**config.mk**
```make
export PLATFORM = sky130hd
export DESIGN_NAME = phy_rx_deser_align_flat
export DESIGN_NICKNAME = d
export VERILOG_FILES = /design/src/rtl/phy_pkg.sv /design/src/rtl/phy_rx_deser_align_if.sv /design/src/rtl/phy_rx_deser_align_shift8.sv /design/src/rtl/phy_rx_deser_align.sv /design/src/flat_wrapper.sv
export SDC_FILE = /design/constraint.sdc
export NUM_CORES = 1
export LEC_CHECK = 0
export ABC_AREA = 1
export BUFFER_PORTS_ARGS = -buffer_cell sky130_fd_sc_hd__buf_2
export CORE_MARGIN = 4
export CORE_UTILIZATION = 50
export DETAILED_ROUTE_END_ITERATION = 8
export PLACE_DENSITY = 0.72
export SYNTH_ARGS = -nofsm -noshare
export SYNTH_HDL_FRONTEND = slang
export SYNTH_SLANG_ARGS = --single-unit
```
**constraint.sdc**
```tcl
create_clock -name clk -period 1.3 [get_ports clk]
set_input_delay 0.13 -clock clk [delete_from_list [all_inputs] [get_ports clk]]
set_output_delay 0.13 -clock clk [all_outputs]
set_load 0.02 [all_outputs]
```
**src/rtl/phy_pkg.sv**
```systemverilog
// Shared PHY definitions: symbol values and receive-side state encodings.
package phy_pkg;

  localparam int DATA_W = 8;
  localparam logic [DATA_W-1:0] COM_CHAR = 8'hBC;

  typedef enum logic [1:0] {
    SEARCH = 2'd0,
    ALIGN  = 2'd1,
    ACTIVE = 2'd2
  } rx_state_e;

endpackage

```
**src/rtl/phy_rx_deser_align_if.sv**
```systemverilog
// Serial-in / byte-out bundle between the line and the lane un-striping logic.
interface phy_rx_deser_align_if;

  logic                        data_in;
  logic [phy_pkg::DATA_W-1:0]  data_out;
  logic                        valid_out;
  logic                        active;

  modport master (output data_in, input data_out, input valid_out, input active);
  modport slave  (input data_in, output data_out, output valid_out, output active);

endinterface

```
**src/rtl/phy_rx_deser_align_shift8.sv**
```systemverilog
// 8-bit serial-in shift register; window is the byte that would be held after this edge.
module rx_shift8
  import phy_pkg::*;
(
  input  logic              clk,
  input  logic              reset,
  input  logic              data_in,
  output logic [DATA_W-1:0] window
);

  logic [DATA_W-1:0] sr;

  // MSB arrives first, so new bits enter at the LSB end.
  assign window = {sr[DATA_W-2:0], data_in};

  always_ff @(posedge clk) begin
    if (reset) sr <= '0;
    else       sr <= window;
  end

endmodule

```
**src/rtl/phy_rx_deser_align.sv**
```systemverilog
// Byte-alignment FSM: hunts for COM, confirms COM_COUNT aligned COMs, then forwards payload.
module phy_rx_deser_align
  import phy_pkg::*;
#(
  parameter int COM_COUNT = 4
) (
  input  logic                 clk,
  input  logic                 reset,
  phy_rx_deser_align_if.slave  rx
);

  localparam logic [3:0] COM_TARGET = 4'(COM_COUNT);

  logic [DATA_W-1:0] window;
  rx_state_e         state;
  logic [2:0]        bit_cnt;
  logic [3:0]        com_cnt;
  logic [DATA_W-1:0] data_q;
  logic              valid_q;
  logic              active_q;
  logic              boundary;
  logic              is_com;

  rx_shift8 u_shift (
    .clk    (clk),
    .reset  (reset),
    .data_in(rx.data_in),
    .window (window)
  );

  assign boundary = (bit_cnt == 3'd7);
  assign is_com   = (window == COM_CHAR);

  // NOTE: all state here uses non-blocking assignments so every register sees
  // pre-edge values; a blocking write would leak into later reads this edge.
  always_ff @(posedge clk) begin
    if (reset) begin
      state    <= SEARCH;
      bit_cnt  <= '0;
      com_cnt  <= '0;
      data_q   <= '0;
      valid_q  <= 1'b0;
      active_q <= 1'b0;
    end else begin
      valid_q <= 1'b0;
      case (state)
        SEARCH: begin
          if (is_com) begin
            bit_cnt <= '0;
            com_cnt <= 4'd1;
            if (COM_TARGET == 4'd1) begin
              state    <= ACTIVE;
              active_q <= 1'b1;
            end else begin
              state <= ALIGN;
            end
          end
        end
        ALIGN: begin
          bit_cnt <= bit_cnt + 3'd1;
          if (boundary) begin
            if (is_com) begin
              com_cnt <= com_cnt + 4'd1;
              if (com_cnt + 4'd1 == COM_TARGET) begin
                state    <= ACTIVE;
                active_q <= 1'b1;
              end
            end else begin
              // Broken run: resume hunting from the next bit, not this window.
              com_cnt <= '0;
              state   <= SEARCH;
            end
          end
        end
        ACTIVE: begin
          bit_cnt <= bit_cnt + 3'd1;
          if (boundary && !is_com) begin
            data_q  <= window;
            valid_q <= 1'b1;
          end
        end
        default: state <= SEARCH;
      endcase
    end
  end

  assign rx.data_out  = data_q;
  assign rx.valid_out = valid_q;
  assign rx.active    = active_q;

endmodule

```
**src/flat_wrapper.sv**
```systemverilog
// flat-port wrapper written by rule: the top's interface ports become plain ports
module phy_rx_deser_align_flat import phy_pkg::*;
#(
  parameter int COM_COUNT = 4
)
  (clk, reset, rx_data_in, rx_data_out, rx_valid_out, rx_active);
  phy_rx_deser_align_if rx_i ();
  input  logic clk;
  input  logic reset;
  input wire logic [$bits(rx_i.data_in)-1:0] rx_data_in;
  output wire logic [$bits(rx_i.data_out)-1:0] rx_data_out;
  output wire logic [$bits(rx_i.valid_out)-1:0] rx_valid_out;
  output wire logic [$bits(rx_i.active)-1:0] rx_active;
  assign rx_i.data_in = rx_data_in;
  assign rx_data_out = rx_i.data_out;
  assign rx_valid_out = rx_i.valid_out;
  assign rx_active = rx_i.active;
  phy_rx_deser_align #(.COM_COUNT(COM_COUNT)) u_core (.clk(clk), .reset(reset), .rx(rx_i));
endmodule
```
; Word-level counts from Yosys, hierarchy flattened
; Cells that the tools add are included.
[totals]
rom_bits = 0
in_bits = 3
latchBits = 0
ram_bits = 0
regBits = 26
n_memories = 0
elab_cells = 42
output_inout_bits = 10
[op_classes]
eq_ne = 8
add_sub_neg = 2
mul = 0
bitwise_logic = 1
muxes = 12
div_mod_pow = 0
n_lt_le_gt_ge = 0
reduce_logical = 12
shifts = 0
[ops]
columns = op, n
row1 = 2-to-1 mux 4 bit, 3
row2 = "== test 8 bit, second input constant", 1
row3 = 2-to-1 mux 2 bit, 4
row4 = one-hot mux 4 bit (2 select lines), 1
row5 = AND reduction 4 bit, 2
row6 = one-hot mux 2 bit (3 select lines), 1
row7 = one-hot mux 3 bit (2 select lines), 1
row8 = "adder 4 x 1 -> 4 bit, second input constant", 1
row9 = "== test 4 x 3 -> 1 bit, second input constant", 1
row10 = "!= test 2 x 1 -> 1 bit, second input constant", 2
row11 = AND reduction 2 bit, 2
row12 = nonzero test 2 bit, 2
row13 = OR reduction 2 bit, 2
row14 = "adder 3 x 1 -> 3 bit, second input constant", 1
row15 = "== test 3 bit, second input constant", 1
row16 = 2-to-1 mux 3 bit, 1
row17 = "!= test 3 bit, second input constant", 1
row18 = AND reduction 3 bit, 1
row19 = "== test 2 x 1 -> 1 bit, second input constant", 1
row20 = "== test 2 bit, second input constant", 1
row21 = logical NOT 2 bit, 1
row22 = logical AND 1 bit, 1
row23 = logical NOT 1 bit, 1
row24 = 2-to-1 mux 1 bit, 1
row25 = inverter 1 bit, 1

; Depth between registers and ports, before layout
; Gate-level depths: netlist (run 1).
[depth]
word_depth = 6
depth_mapped = 9
depth_no_buf = 9

; Modules after synthesis
; From an unflattened synthesis (run 1), not the netlist that was laid out.
[unflattened]
hier_cells = 149
hier_area_um2 = 1208.7
[by_module_without_submodules]
columns = module, area_per_inst_um2, cells_per_inst, n_inst, seq_area_each_um2
row1 = phy_rx_deser_align, 1008.5, 127, 1, 380.4
row2 = rx_shift8, 200.2, 22, 1, 140.1

; Worst setup path after synthesis (run 1)
; OpenSTA, ideal clock, no wires.
[synth_timing]
path_kind = register to register
from = register u_core.bit_cnt[0]
to = register u_core.com_cnt[2]
period_less_slack_ps = 1381
path_stages_with_launch = 9
n_path_buf = 0
required_time_ps = 1172
setup_ps = 128
setup_slack_ps = -81
arrival_time_ps = 1253
cell_sequence = dfxtp_1 ha_1 ha_1 nor2_1 inv_1 nand3_4 nand2_1 o21ai_1 nor2_1
[synth_via]
elab_chain_cells = 3
[synth_lines]
columns = element, line
row1 = from (decl), phy_rx_deser_align.sv:16  ; logic [2:0] bit_cnt;
row2 = from (signal assigned), phy_rx_deser_align.sv:60  ; bit_cnt <= bit_cnt + 3'd1;
row3 = from (signal assigned), phy_rx_deser_align.sv:76  ; bit_cnt <= bit_cnt + 3'd1;
row4 = == test 3 bit, phy_rx_deser_align.sv:31  ; assign boundary = (bit_cnt == 3'd7);
row5 = != test 2 x 1 -> 1 bit (no line), -
row6 = AND reduction 3 bit (no line), -
row7 = to (signal assigned), phy_rx_deser_align.sv:63  ; com_cnt <= com_cnt + 4'd1;
row8 = to (decl), phy_rx_deser_align.sv:17  ; logic [3:0] com_cnt;
; Every way passes these cells.
; A chain may end at the register's enable or synchronous reset.

; Worst setup path after layout (run 1)
[layout_timing]
from = register u_core.bit_cnt[1]
to = register u_core.com_cnt[3]
; Same word-level chain as after synthesis.

==> Flow_metrics.wiki, run 1 <==
{| class="wikitable"
! Metric !! Value
|-
| Run status || finished clean
|-
| Element type at the critical path end || flip-flop
|-
| Via total after detailed routing || approximately 1000
|-
| Die height || ~57 um
|-
| Min-delay worst type || in2reg
|-
| Ports || 13
|-
| Clk root buf || sky130_fd_sc_hd__clkbuf_4
|-
| Global-route congestion overflow total || 0
|-
| Unrepaired setup endpoints after global routing || yes
|-
| Hold violation count in the final report || 0
|-
| Total routing resource utilization after global routing || ~16%
|-
| Largest cells by area after synthesis || sky130_fd_sc_hd__dfxtp_1 44%, sky130_fd_sc_hd__nor2_1 14%, sky130_fd_sc_hd__ha_1 7.4%, sky130_fd_sc_hd__inv_1 6.1%, sky130_fd_sc_hd__nand2_1 5.7%
|-
| Clock tree skew after final layout || 0.007646 ns
|-
| Top cells by count, synth || 44 x sky130_fd_sc_hd__nor2_1, 26 x sky130_fd_sc_hd__dfxtp_1, 19 x sky130_fd_sc_hd__inv_1
|-
| Global-route wire length before repair || between 4 and 5 mm
|-
| First-pass detailed-route iteration total || 4
|-
| Layout cells sized above 1 || between 30 and 40%
|-
| Worst supply voltage drop on vdd || around 0.0013 V
|-
| Transition at the pin with the smallest max-transition slack || slightly below 0.4 ns
|-
| Post-synthesis cell type with the largest combined area || sky130_fd_sc_hd__dfxtp_1
|-
| Level count of the clock H-tree || 1
|-
| Cell family with the largest share of critical-path delay || flip-flops
|-
| Drt initial violations || 32
|-
| Setup TNS || 0 ns
|-
| MaxCap Viol Count || 0
|-
| Total clock sinks || 26
|-
| Data required time at the worst endpoint || roughly 1.5 ns
|-
| Max incr delay on CP || approximately 0.36 ns
|-
| # setup viols final || 0
|-
| Standard cell with the maximum stage delay on the critical path || sky130_fd_sc_hd__dfxtp_2
|-
| Number of buffers added on ports || 12
|-
| Wirelength per Cell || 12.22 um
|-
| Source of the critical timing path || u_core.bit_cnt[1]
|-
| Crit path DAT || approximately 1.5 ns
|-
| Vias/cell || between 4 and 5
|-
| Most used cell, CP || sky130_fd_sc_hd__ha_4
|-
| Die span in x || 56.53 um
|-
| Number of global-route vias before repair || approximately 900
|-
| Netlist Area Pre-Place || 0.001177 mm2
|-
| Core outline area || between 0.002 and 0.0025 mm2
|-
| Proportion of netlist area held by the largest area contributor || between 40 and 50%
|-
| Routed WL || between 2 and 3 mm
|-
| Effective utilization at floorplan || between 50% and 60%
|-
| Floorplan row count || 17
|-
| CTS max path bufs || 2
|-
| Post-Synthesis Mean Instance Area || between 7 and 8 um2
|-
| Reg2Reg Depth || 8
|-
| Weighted congestion reported at the end of routability-driven placement || between 0.7 and 0.8
|-
| Most used standard cell by instance count after synthesis || sky130_fd_sc_hd__nor2_1
|-
| RR Endpoint || u_core.com_cnt[3]
|-
| Leak pwr || between 0.6 and 0.7 nW
|-
| Synthesized instance count || ~150
|-
| Flip-flop cell with the highest count after synthesis || sky130_fd_sc_hd__dfxtp_1
|-
| Remaining design rule violation count || 0
|-
| Yosys reg bits || 26
|-
| Share of the clock period used by the worst path after layout || between 90 and 100%
|-
| Sequential-to-total area share from yosys stat || between 40% and 50%
|-
| Total Nets Final || between 150 and 200
|-
| Worst-Skew Late Latency || about 0.32 ns
|-
| Number of distinct standard cells referenced by the synthesized netlist || 21
|-
| Reg2reg start || u_core.bit_cnt[1]
|-
| Layout-stage area growth over the synthesis result || 32.84%
|-
| CTS tree || yes
|-
| Final Core Density || a little over two thirds
|-
| Post-synth EDFFs || 0
|-
| Number of CTS-inserted buffers || 3
|-
| Reg clk slew, reported paths || about 0.14 ns
|-
| Setup slack on the worst flop-to-flop path || approximately 0.013 ns
|-
| Max Fclk || approximately 800 MHz
|-
| Critical path startpoint category || flip-flop
|-
| Crit-path max FO || 7
|-
| Max-slew headroom at the worst pin || between 70% and 80%
|-
| Synthesized netlist net count || 163
|-
| Number of stages on the worst setup path || 8
|-
| Number of antenna violations at the first check in global routing || 0
|-
| Number of warnings issued by yosys || 0
|-
| Final Max Tran Viols || 0
|-
| CP Class || reg2reg
|-
| Post-synth ARST share || 0%
|-
| Worst Hold Depth || 3
|-
| Number of antenna-violating nets in the routed design || 0
|-
| Ordered list of cells on the worst path || ha_4, ha_4, nor2_4, inv_2, nand3_4, nand2_1, o21ai_1, nor2_1
|-
| Area enclosed by the die boundary || 0.003195 mm2
|-
| Capturing element of the worst setup path || u_core.com_cnt[3]
|-
| Maximum number of pins on one net before global-route repair || 16
|-
| HPWL after detailed placement || 1.661 mm
|-
| Pwr dens || roughly 1800 mW/mm2
|-
| Number of diodes || 0
|-
| Min Clock Period, post-route || 1.287 ns
|-
| Critical path buffers and inverters || 1
|}
[worst min-delay path: stages]
cell                     delay (ns)
sky130_fd_sc_hd__buf_2         0.10
sky130_fd_sc_hd__inv_1         0.07
sky130_fd_sc_hd__nor2_1        0.04
[how the worst min path moves through the flow]
| stage | start | end |
|---|---|---|
| 2_1_floorplan | reset | u_core.com_cnt[1] |
| 6_report | rx_data_in | u_core.u_shift.sr[0] |
| 3_3_place_gp | rx_data_in | u_core.u_shift.sr[0] |
| 3_5_place_dp | rx_data_in | u_core.u_shift.sr[0] |
| 5_1_grt | rx_data_in | u_core.u_shift.sr[0] |
| 4_1_cts | rx_data_in | u_core.u_shift.sr[0] |
[stage by stage]
stage	cells	setup WS [ns]	total power, W	cell area [um2]	hold slack, ns
after global placement	196	-0.02213	0.001906	1308	0.3704
final	206	0.01294	0.002866	1564	0.05226
after detailed placement	196	-0.08422	0.001963	1308	0.3808
after floorplan	153	0.01138	0.001744	1182	0.1991
after CTS	202	-0.009710	0.002676	1446	0.02914
after global routing	206	-0.06277	0.003063	1564	0.01531
[where the power goes]
group | leakage, nW | switching, W | internal [W]
sequential | 0.217 | 0.000106 | 0.000921
combinational | 0.425 | 0.000698 | 0.000593
clock | 0.0279 | 0.000235 | 0.000312
[kinds of logic (layout without fill, tap and decap cells)]
group / after synthesis / count (layout) / synth area share, %
compound gates: 18 / 18 / 8.927
xor+xnor: 2 / 2 / 1.488
fa+ha+maj: 7 / 7 / 7.439
buf+inv: 23 / 47 / 7.333
flops: 26 / 26 / 44.21
simple gates: 77 / 78 / 30.61
[repair_timing]
action / 4_1_cts / 5_1_grt
pin swaps: 3 / 13
endpoints found under the setup margin: 15 / 18
gates cloned: 1 / 0
hold buffers: 0 / 0
hold endpoints to repair: 0 / 0
resized for setup: 18 / 27
setup buffers: 1 / 4
[placed cells by master, fill, tap and decap left out]
cell type,netlist,layout
sky130_fd_sc_hd__nor2_1,44,43
sky130_fd_sc_hd__nand3_1,6,4
sky130_fd_sc_hd__ha_4,0,5
sky130_fd_sc_hd__buf_2,0,12
sky130_fd_sc_hd__nor3_4,0,1
sky130_fd_sc_hd__nand2_1,18,15
sky130_fd_sc_hd__nor2_4,2,3
sky130_fd_sc_hd__nand2_4,2,2
sky130_fd_sc_hd__buf_4,0,8
sky130_fd_sc_hd__xor2_1,1,1
sky130_fd_sc_hd__ha_1,7,2
sky130_fd_sc_hd__a21oi_1,1,1
sky130_fd_sc_hd__nand3_2,0,2
sky130_fd_sc_hd__bufinv_16,0,1
sky130_fd_sc_hd__o21ai_1,6,7
sky130_fd_sc_hd__nand2_2,1,4
sky130_fd_sc_hd__nor2_2,1,1
sky130_fd_sc_hd__o21ai_0,9,6
sky130_fd_sc_hd__dfxtp_1,26,13
sky130_fd_sc_hd__a21oi_4,1,2
sky130_fd_sc_hd__nand3_4,2,3
sky130_fd_sc_hd__o21ai_2,0,2
sky130_fd_sc_hd__inv_2,2,4
sky130_fd_sc_hd__inv_1,19,14
sky130_fd_sc_hd__clkbuf_4,0,3
sky130_fd_sc_hd__xnor2_1,1,1
sky130_fd_sc_hd__dfxtp_2,0,13
sky130_fd_sc_hd__inv_4,0,3
sky130_fd_sc_hd__buf_12,0,1
sky130_fd_sc_hd__buf_6,0,1
[registers in the layout, indices dropped and copies added (netlist names)]
name / count
u_core.u_shift.sr: 7
u_core.bit_cnt: 3
u_core.rx.data_out: 8
u_core.com_cnt: 4
u_core.rx.active: 1
u_core.state: 2
u_core.rx.valid_out: 1
[layout make-up]
| class | count | area, um2 |
|---|---|---|
| Tap cell | 28 | 35.03 |
| Clock inverter | 1 | 30.03 |
| Timing Repair Buffer | 22 | 151.4 |
| Sequential cell | 26 | 536.8 |
| Fill cell | 170 | 669.4 |
| Clock buffer | 3 | 22.52 |
| Multi-Input combinational cell | 105 | 701.9 |
| Inverter | 21 | 86.33 |
[metal layers]
metal | global-route usage, % | part of all wire, %
met1 | 20.48 | 47
met2 | 25.91 | 48
met3 | 2.529 | 2.4
met4 | 6.441 | 2.1
met5 | 0 | 0
Note: power is estimated with default switching activity, not from simulation.
==> run 2, diff against run 1 <==
--- a/config.mk
+++ b/config.mk
@@ -8,9 +8,11 @@
 export ABC_AREA = 1
 export BUFFER_PORTS_ARGS = -buffer_cell sky130_fd_sc_hd__buf_2
 export CORE_MARGIN = 4
-export CORE_UTILIZATION = 50
+export CORE_UTILIZATION = 51
 export DETAILED_ROUTE_END_ITERATION = 8
-export PLACE_DENSITY = 0.72
+export PLACE_DENSITY = 0.74
+export SKIP_CTS_REPAIR_TIMING = 1
 export SYNTH_ARGS = -nofsm -noshare
 export SYNTH_HDL_FRONTEND = slang
+export SYNTH_HIERARCHICAL = 1
 export SYNTH_SLANG_ARGS = --single-unit
==> run 2 against run 1 <==
  * The flow now finishes with violations (setup timing)
  * Sequential share of layout area barely moved
  * First-iteration DRC count fell by 13%
  * Largest cell class unchanged
  * Non-clock buffer count rose by 3
  * Sequential power fell by 4%
  * Area after synthesis rose by 2.7%
  * Combinational power fell by 12%
==> Flow_metrics.wiki, run 2 <==
{| class="wikitable"
! Metric !! Value
|-
| Run status || complete, but fails checks
|-
| Violated checks || setup timing
|-
| Setup TNS || -0.3372 ns (-0.3372 ns)
|-
| Pwr dens || 1727 mW/mm2 (-5.8%)
|-
| Number of buffers added on ports || 12 (unchanged)
|-
| Ports || 13 (unchanged)
|-
| MaxCap Viol Count || 0 (unchanged)
|-
| Min Clock Period, post-route || 1.383 ns (+0.09627 ns)
|-
| Via total after detailed routing || 1042 (+1.9%)
|-
| Weighted congestion reported at the end of routability-driven placement || 0.8232 (+4.9%)
|-
| Setup slack on the worst flop-to-flop path || -0.08 ns (-0.10 ns)
|-
| Area enclosed by the die boundary || 0.003213 mm2 (+0.55%)
|-
| Max Fclk || 722.9 MHz (-7.0%)
|-
| Flip-flop count of the largest register, all copies and words added || 8 (unchanged)
|-
| Synthesized netlist net count || 159 (-2.5%)
|-
| Post-synth ARST share || 0% (unchanged)
|-
| Total Nets Final || 186 (-1.6%)
|-
| Layout-stage area growth over the synthesis result || 28.67%
|-
| Number of antenna violations at the first check in global routing || 0 (unchanged)
|-
| Vias/cell || 5.133 (+3.4%)
|-
| Reg clk slew, reported paths || 0.14 ns (about the same)
|-
| Crit-path max FO || 8 (+1)
|-
| HPWL after detailed placement || 1.723 mm (+3.8%)
|-
| Share of the clock period used by the worst path after layout || 106.4% (+7.4 points)
|-
| Netlist Area Pre-Place || 0.001209 mm2 (+2.7%)
|-
| Maximum number of pins on one net before global-route repair || 17 (+1)
|-
| Data required time at the worst endpoint || 1.54 ns (about the same)
|-
| Sequential-to-total area share from yosys stat || 43.06% (-1.1 points)
|-
| First-pass detailed-route iteration total || 4 (unchanged)
|-
| Remaining design rule violation count || 0 (unchanged)
|-
| Hold_ws || 0.02344 ns (-0.02882 ns)
|-
| Global-route wire length before repair || 4.015 mm (+0.32%)
|-
| Post-route standard cell area excluding fillers || 0.001555 mm2 (-0.56%)
|-
| Post-synth EDFFs || 0 (unchanged)
|-
| Die span in x || 56.68 um (+0.27%)
|-
| Worst Hold Endpoint || u_core/u_shift/sr[0]
|-
| Flip-flop cell with the highest count after synthesis || sky130_fd_sc_hd__dfxtp_1
|-
| Number of warnings issued by yosys || 6 (+6)
|-
| Core outline area || 0.002233 mm2 (unchanged)
|-
| Placement Cell Area || 0.001386 mm2 (+6.0%)
|-
| # fillers || 167 (-1.8%)
|-
| Post-Synthesis Mean Instance Area || 8.112 um2 (+5.4%)
|-
| Number of distinct standard cells referenced by the synthesized netlist || 25 (+19%)
|-
| Reg2reg start || u_core/bit_cnt[0]
|-
| Wirelength per Cell || 12.06 um (-1.3%)
|-
| Min-delay worst type || in2reg
|-
| CP Class || reg2reg
|-
| Final setup margin || -0.08333 ns (-0.09627 ns)
|-
| Worst-Skew Late Latency || 0.32 ns (about the same)
|-
| Total routing resource utilization after global routing || 15.83% (+0.020 points)
|-
| Crit path DAT || 1.62 ns (+0.10 ns)
|-
| Unrepaired setup endpoints after global routing || yes
|-
| Largest cells by area after synthesis || sky130_fd_sc_hd__dfxtp_1 43%, sky130_fd_sc_hd__inv_1 9.3%, sky130_fd_sc_hd__ha_1 7.2%, sky130_fd_sc_hd__a21oi_1 5.8%, sky130_fd_sc_hd__nor2_1 5.6%
|-
| Leak pwr || 0.6428 nW (-4.0%)
|-
| Element type at the critical path end || flip-flop
|-
| CTS tree || yes
|-
| Leading cell types in the layout, fill and taps excluded || 30 x sky130_fd_sc_hd__inv_1, 16 x sky130_fd_sc_hd__nor2_1, 15 x sky130_fd_sc_hd__dfxtp_1
|-
| Layout cells sized above 1 || 39.43% (-0.46 points)
|-
| Worst Hold Depth || 3 (unchanged)
|-
| # setup viols final || 6 (+6)
|-
| Critical path startpoint category || flip-flop
|-
| Die height || 56.68 um (+0.27%)
|-
| Number of global-route vias before repair || 973 (+6.3%)
|-
| Yosys reg bits || 26 (unchanged)
|-
| Top cells by count, synth || 30 x sky130_fd_sc_hd__inv_1, 26 x sky130_fd_sc_hd__dfxtp_1, 18 x sky130_fd_sc_hd__nor2_1
|-
| Drt initial violations || 28 (-13%)
|-
| Synthesized instance count || 149 (-2.6%)
|-
| Reg2Reg Depth || 7 (-1)
|-
| Number of diodes || 0 (unchanged)
|-
| Number of antenna-violating nets in the routed design || 0 (unchanged)
|-
| Most common cell after layout, fill and taps aside || sky130_fd_sc_hd__inv_1
|-
| CTS max path bufs || 2 (unchanged)
|-
| Global-route congestion overflow total || 0 (unchanged)
|-
| Effective utilization at floorplan || 54.12% (+1.4 points)
|-
| Proportion of netlist area held by the largest area contributor || 43.06% (-1.1 points)
|-
| Total clock sinks || 26 (unchanged)
|-
| Final Core Density || 69.64% (-0.39 points)
|-
| Post-synthesis cell type with the largest combined area || sky130_fd_sc_hd__dfxtp_1
|-
| Number of CTS-inserted buffers || 3 (unchanged)
|-
| Hold violation count in the final report || 0 (unchanged)
|-
| Max-slew headroom at the worst pin || 71.52% (-2.8 points)
|-
| RR Endpoint || u_core/com_cnt[2]
|-
| Level count of the clock H-tree || 1 (unchanged)
|-
| Clk root buf || sky130_fd_sc_hd__clkbuf_4
|-
| Floorplan row count || 17 (unchanged)
|-
| Routed WL || 2.449 mm (-2.7%)
|-
| Most used standard cell by instance count after synthesis || sky130_fd_sc_hd__inv_1
|-
| Worst supply voltage drop on vdd || 0.001419 V (+12%)
|-
| Transition at the pin with the smallest max-transition slack || 0.4267 ns (+0.04260 ns)
|-
| Hold path start || rx_data_in
|-
| Clock tree skew after final layout || 0.004057 ns (-0.003589 ns)
|-
| Final Max Tran Viols || 0 (unchanged)
|}
-- run 2: logic make-up after synthesis --
group	synth area share (%)
DFF	43.06
AOI/OAI and AO/OA	12.94
xor gates and xnor gates	0.7248
and+or+nand+nor	24.84
buffers and inverters	11.18
adders and majority gates	7.246
-- run 2: power breakdown --
group	total (W)	internal [W]	switching, W
sequential	0.000992	0.000901	0.0000918
combinational	0.00113	0.000524	0.000611
clock	0.000558	0.000312	0.000247
total	0.00269	0.00174	0.000949
-- run 2: stage by stage --
stage | power [W] | worst slack (ns) | instances
after CTS | 0.002535 | -0.1099 | 202
after global routing | 0.002869 | -0.1320 | 203
after detailed placement | 0.001977 | -0.08473 | 198
final | 0.002686 | -0.08333 | 203
after global placement | 0.001932 | -0.02174 | 198
after floorplan | 0.001663 | 0.002238 | 149
-- run 2: cell type report --
class | count | area [um2] | share of cell area, %
timing repair buffer | 25 | 161.4 | 10.38
clock buffer | 3 | 22.52 | 1.448
sequential | 26 | 534.3 | 34.35
multi-input combinational | 90 | 659.4 | 42.40
tap | 28 | 35.03 | 2.253
inverter | 30 | 112.6 | 7.241
clock inverter | 1 | 30.03 | 1.931
-- run 2: worst max-delay path by stage --
stage / start / end / slack, ns / cells after the start
2_1_floorplan: u_core/bit_cnt[0] / u_core/state[0] / 0.002 / 7
3_3_place_gp: u_core/state[1] / u_core/state[0] / -0.02 / 8
3_5_place_dp: u_core/state[1] / u_core/com_cnt[2] / -0.08 / 8
4_1_cts: u_core/state[1] / u_core/com_cnt[0] / -0.11 / 7
5_1_grt: u_core/bit_cnt[1] / u_core/com_cnt[1] / -0.13 / 6
6_report: u_core/bit_cnt[0] / u_core/com_cnt[2] / -0.08 / 7
-- run 2: layer usage --
metal  share of wire, %  up-vias  GRT usage [%]  wire length [um]
met5                  0        -              0                 0
met4                1.6        0          5.763                40
met1                 42      496          18.25              1040
met3                3.7        4          4.138                91
met2                 52       23          27.72              1277
li1                   -      519              -                 -
-- run 2: critical path, cell delays in order, from the launching register on --
cell	delay, ns
sky130_fd_sc_hd__dfxtp_2	0.36
sky130_fd_sc_hd__ha_4	0.16
sky130_fd_sc_hd__ha_4	0.17
sky130_fd_sc_hd__or2_4	0.28
sky130_fd_sc_hd__nand3_4	0.14
sky130_fd_sc_hd__nand2_1	0.07
sky130_fd_sc_hd__o21ai_1	0.08
sky130_fd_sc_hd__nor2_1	0.05
==> run 3, diff against run 2 <==
--- a/config.mk
+++ b/config.mk
@@ -6,12 +6,13 @@
 export NUM_CORES = 1
 export LEC_CHECK = 0
 export ABC_AREA = 1
-export BUFFER_PORTS_ARGS = -buffer_cell sky130_fd_sc_hd__buf_2
+export BUFFER_PORTS_ARGS = -buffer_cell sky130_fd_sc_hd__buf_4
 export CORE_MARGIN = 4
 export CORE_UTILIZATION = 51
 export DETAILED_ROUTE_END_ITERATION = 8
 export PLACE_DENSITY = 0.74
 export SKIP_CTS_REPAIR_TIMING = 1
+export SLEW_MARGIN = 40
 export SYNTH_ARGS = -nofsm -noshare
 export SYNTH_HDL_FRONTEND = slang
 export SYNTH_HIERARCHICAL = 1
==> run 3 against run 2 <==
  * The flow still finishes with violations (setup timing)
  * Combinational power rose by 9%
  * Routed wire length up 6.2%
  * Register-to-register slack about the same
  * Largest cell class unchanged
  * Core utilization is 1.8 points higher
  * Worst setup slack worse by 0.010 ns
  * Clock power is 0.9% higher
  * Clock-buffer cell count unchanged
  * Critical path type unchanged
  * Non-clock buffer count rose by 2
==> Flow_metrics.wiki, run 3 (same netlist as run 2, synthesis figures left out) <==
{| class="wikitable"
! Metric !! Value
|-
| Run status || complete, but fails checks
|-
| Violated checks || setup timing
|-
| Unrepaired setup endpoints after global routing || yes
|-
| RR Endpoint || u_core/state[0]
|-
| Element type at the critical path end || flip-flop
|-
| Number of global-route vias before repair || 932 (-4.2%)
|-
| Level count of the clock H-tree || 1 (unchanged)
|-
| Clk root buf || sky130_fd_sc_hd__clkbuf_4
|-
| Min-delay worst type || in2reg
|-
| Crit path DAT || 1.67 ns (+0.05 ns)
|-
| Vias/cell || 4.850 (-5.5%)
|-
| Remaining design rule violation count || 0 (unchanged)
|-
| Die height || 56.68 um (unchanged)
|-
| Routed WL || 2.601 mm (+6.2%)
|-
| Flip-flop count of the largest register, all copies and words added || 8 (unchanged)
|-
| Worst supply voltage drop on vdd || 0.001231 V (-13%)
|-
| Clock tree skew after final layout || 0.006300 ns (+0.002243 ns)
|-
| Transition at the pin with the smallest max-transition slack || 0.3819 ns (-0.04480 ns)
|-
| Ports || 13 (unchanged)
|-
| Total Nets Final || 189 (+1.6%)
|-
| Maximum number of pins on one net before global-route repair || 18 (+1)
|-
| Floorplan row count || 17 (unchanged)
|-
| Drt initial violations || 17 (-39%)
|-
| Crit-path max FO || 3 (-5)
|-
| CTS max path bufs || 2 (unchanged)
|-
| Capturing element of the worst setup path || u_core/state[0]
|-
| Final setup margin || -0.09378 ns (-0.01045 ns)
|-
| MaxCap Viol Count || 0 (unchanged)
|-
| Die span in x || 56.68 um (unchanged)
|-
| Source of the critical timing path || u_core/bit_cnt[1]
|-
| Number of diodes || 0 (unchanged)
|-
| Number of CTS-inserted buffers || 3 (unchanged)
|-
| HPWL after detailed placement || 1.672 mm (-3.0%)
|-
| Max Fclk || 717.5 MHz (-0.75%)
|-
| Number of antenna-violating nets in the routed design || 0 (unchanged)
|-
| Max-slew headroom at the worst pin || 74.51% (+3.0 points)
|-
| Layout-stage area growth over the synthesis result || 32.09%
|-
| CP Class || reg2reg
|-
| Number of antenna violations at the first check in global routing || 0 (unchanged)
|-
| Layout cells sized above 1 || 41.01% (+1.6 points)
|-
| Core outline area || 0.002233 mm2 (unchanged)
|-
| Setup TNS || -0.3105 ns (+0.02666 ns)
|-
| Data required time at the worst endpoint || 1.58 ns (+0.04 ns)
|-
| Worst setup slack before clock tree synthesis || -0.07175 ns (+0.01298 ns)
|-
| Total routing resource utilization after global routing || 14.89% (-0.94 points)
|-
| Pwr dens || 1739 mW/mm2 (+0.72%)
|-
| Reg clk slew, reported paths || 0.14 ns (about the same)
|-
| Global-route congestion overflow total || 0 (unchanged)
|-
| Final Max Tran Viols || 0 (unchanged)
|-
| # setup viols final || 6 (unchanged)
|-
| Via total after detailed routing || 999 (-4.1%)
|-
| CTS tree || yes
|-
| Reg2Reg Depth || 8 (+1)
|-
| Effective utilization at floorplan || 54.12% (unchanged)
|-
| Ordered list of cells on the worst path || ha_4, ha_4, or2_4, nand2_2, nor2_2, nand3_1, nand2_1, nor2_2
|-
| Hold violation count in the final report || 0 (unchanged)
|-
| Total clock sinks || 26 (unchanged)
|-
| Area enclosed by the die boundary || 0.003213 mm2 (unchanged)
|-
| Min Clock Period, post-route || 1.394 ns (+0.01045 ns)
|-
| Number of instances in the placed design || 197 (-0.51%)
|-
| Final Core Density || 71.48% (+1.8 points)
|-
| Final non-filler cell total || 206 (+1.5%)
|-
| Worst-Skew Late Latency || 0.33 ns (about the same)
|-
| Max incr delay on CP || 0.37 ns (about the same)
|-
| Share of the clock period used by the worst path after layout || 107.2% (+0.80 points)
|-
| Worst Hold Depth || 3 (unchanged)
|-
| Weighted congestion reported at the end of routability-driven placement || 0.7499 (-8.9%)
|-
| Standard cell with the maximum stage delay on the critical path || sky130_fd_sc_hd__dfxtp_2
|-
| Setup slack on the worst flop-to-flop path || -0.09 ns (about the same)
|-
| Most common cell after layout, fill and taps aside || sky130_fd_sc_hd__inv_1
|-
| Leak pwr || 0.6553 nW (+2.0%)
|-
| Reg2reg start || u_core/bit_cnt[1]
|-
| First-pass detailed-route iteration total || 4 (unchanged)
|-
| Leading cell types in the layout, fill and taps excluded || 28 x sky130_fd_sc_hd__inv_1, 27 x sky130_fd_sc_hd__buf_4, 16 x sky130_fd_sc_hd__nor2_1
|-
| Critical path startpoint category || flip-flop
|-
| Wirelength per Cell || 12.63 um (+4.7%)
|-
| Number of buffers added on ports || 12 (unchanged)
|-
| Global-route wire length before repair || 3.836 mm (-4.5%)
|}
## run 3: stage by stage
stage | power [W] | hold slack [ns] | cell area (um2)
floorplan | 0.001663 | 0.1991 | 1224
global placement | 0.001934 | 0.3533 | 1409
detailed placement | 0.001962 | 0.3607 | 1409
CTS | 0.002532 | 0.009024 | 1461
global route | 0.002986 | -0.006483 | 1597
finish | 0.002777 | 0.002792 | 1597
## run 3: per-layer routing
metal	GRT usage (%)	share of wire (%)	up-vias	routed length, um
li1	-	-	528	-
met1	16.74	44	450	1138
met2	27.56	51	12	1318
met3	2.759	2.8	9	72
met4	5.085	2.8	0	72
met5	0	0	-	0
## run 3: power by group
part / total, W / internal [W] / leakage, nW / switching, W
clock: 0.000563 / 0.000312 / 0.0279 / 0.000251
combinational: 0.00123 / 0.000568 / 0.412 / 0.000661
sequential: 0.000984 / 0.000900 / 0.216 / 0.0000838
total: 0.00278 / 0.00178 / 0.655 / 0.000996
## run 3: cell type report
class                      instances  area [um2]
tap                               28       35.03
sequential                        26       534.3
timing repair buffer              27       202.7
multi-input combinational         91       659.4
clock inverter                     1       30.03
inverter                          30       112.6
clock buffer                       3       22.52
fill                             168       636.9
## run 3: how the worst min path moves through the flow
stage / from / end / slack (ns)
finish: rx_data_in / u_core/u_shift/sr[0] / 0.003
global route: rx_data_in / u_core/u_shift/sr[0] / -0.006
CTS: rx_data_in / u_core/u_shift/sr[0] / 0.009
detailed placement: rx_data_in / u_core/u_shift/sr[0] / 0.36
global placement: rx_data_in / u_core/u_shift/sr[0] / 0.35
floorplan: reset / u_core/bit_cnt[1] / 0.20
## run 3: worst max-delay path, delay by kind of cell (launching register included)
kind	cells	cell delay, ns
adders and majority gates	2	0.32
DFF	1	0.37
and+or+nand+nor	6	0.66
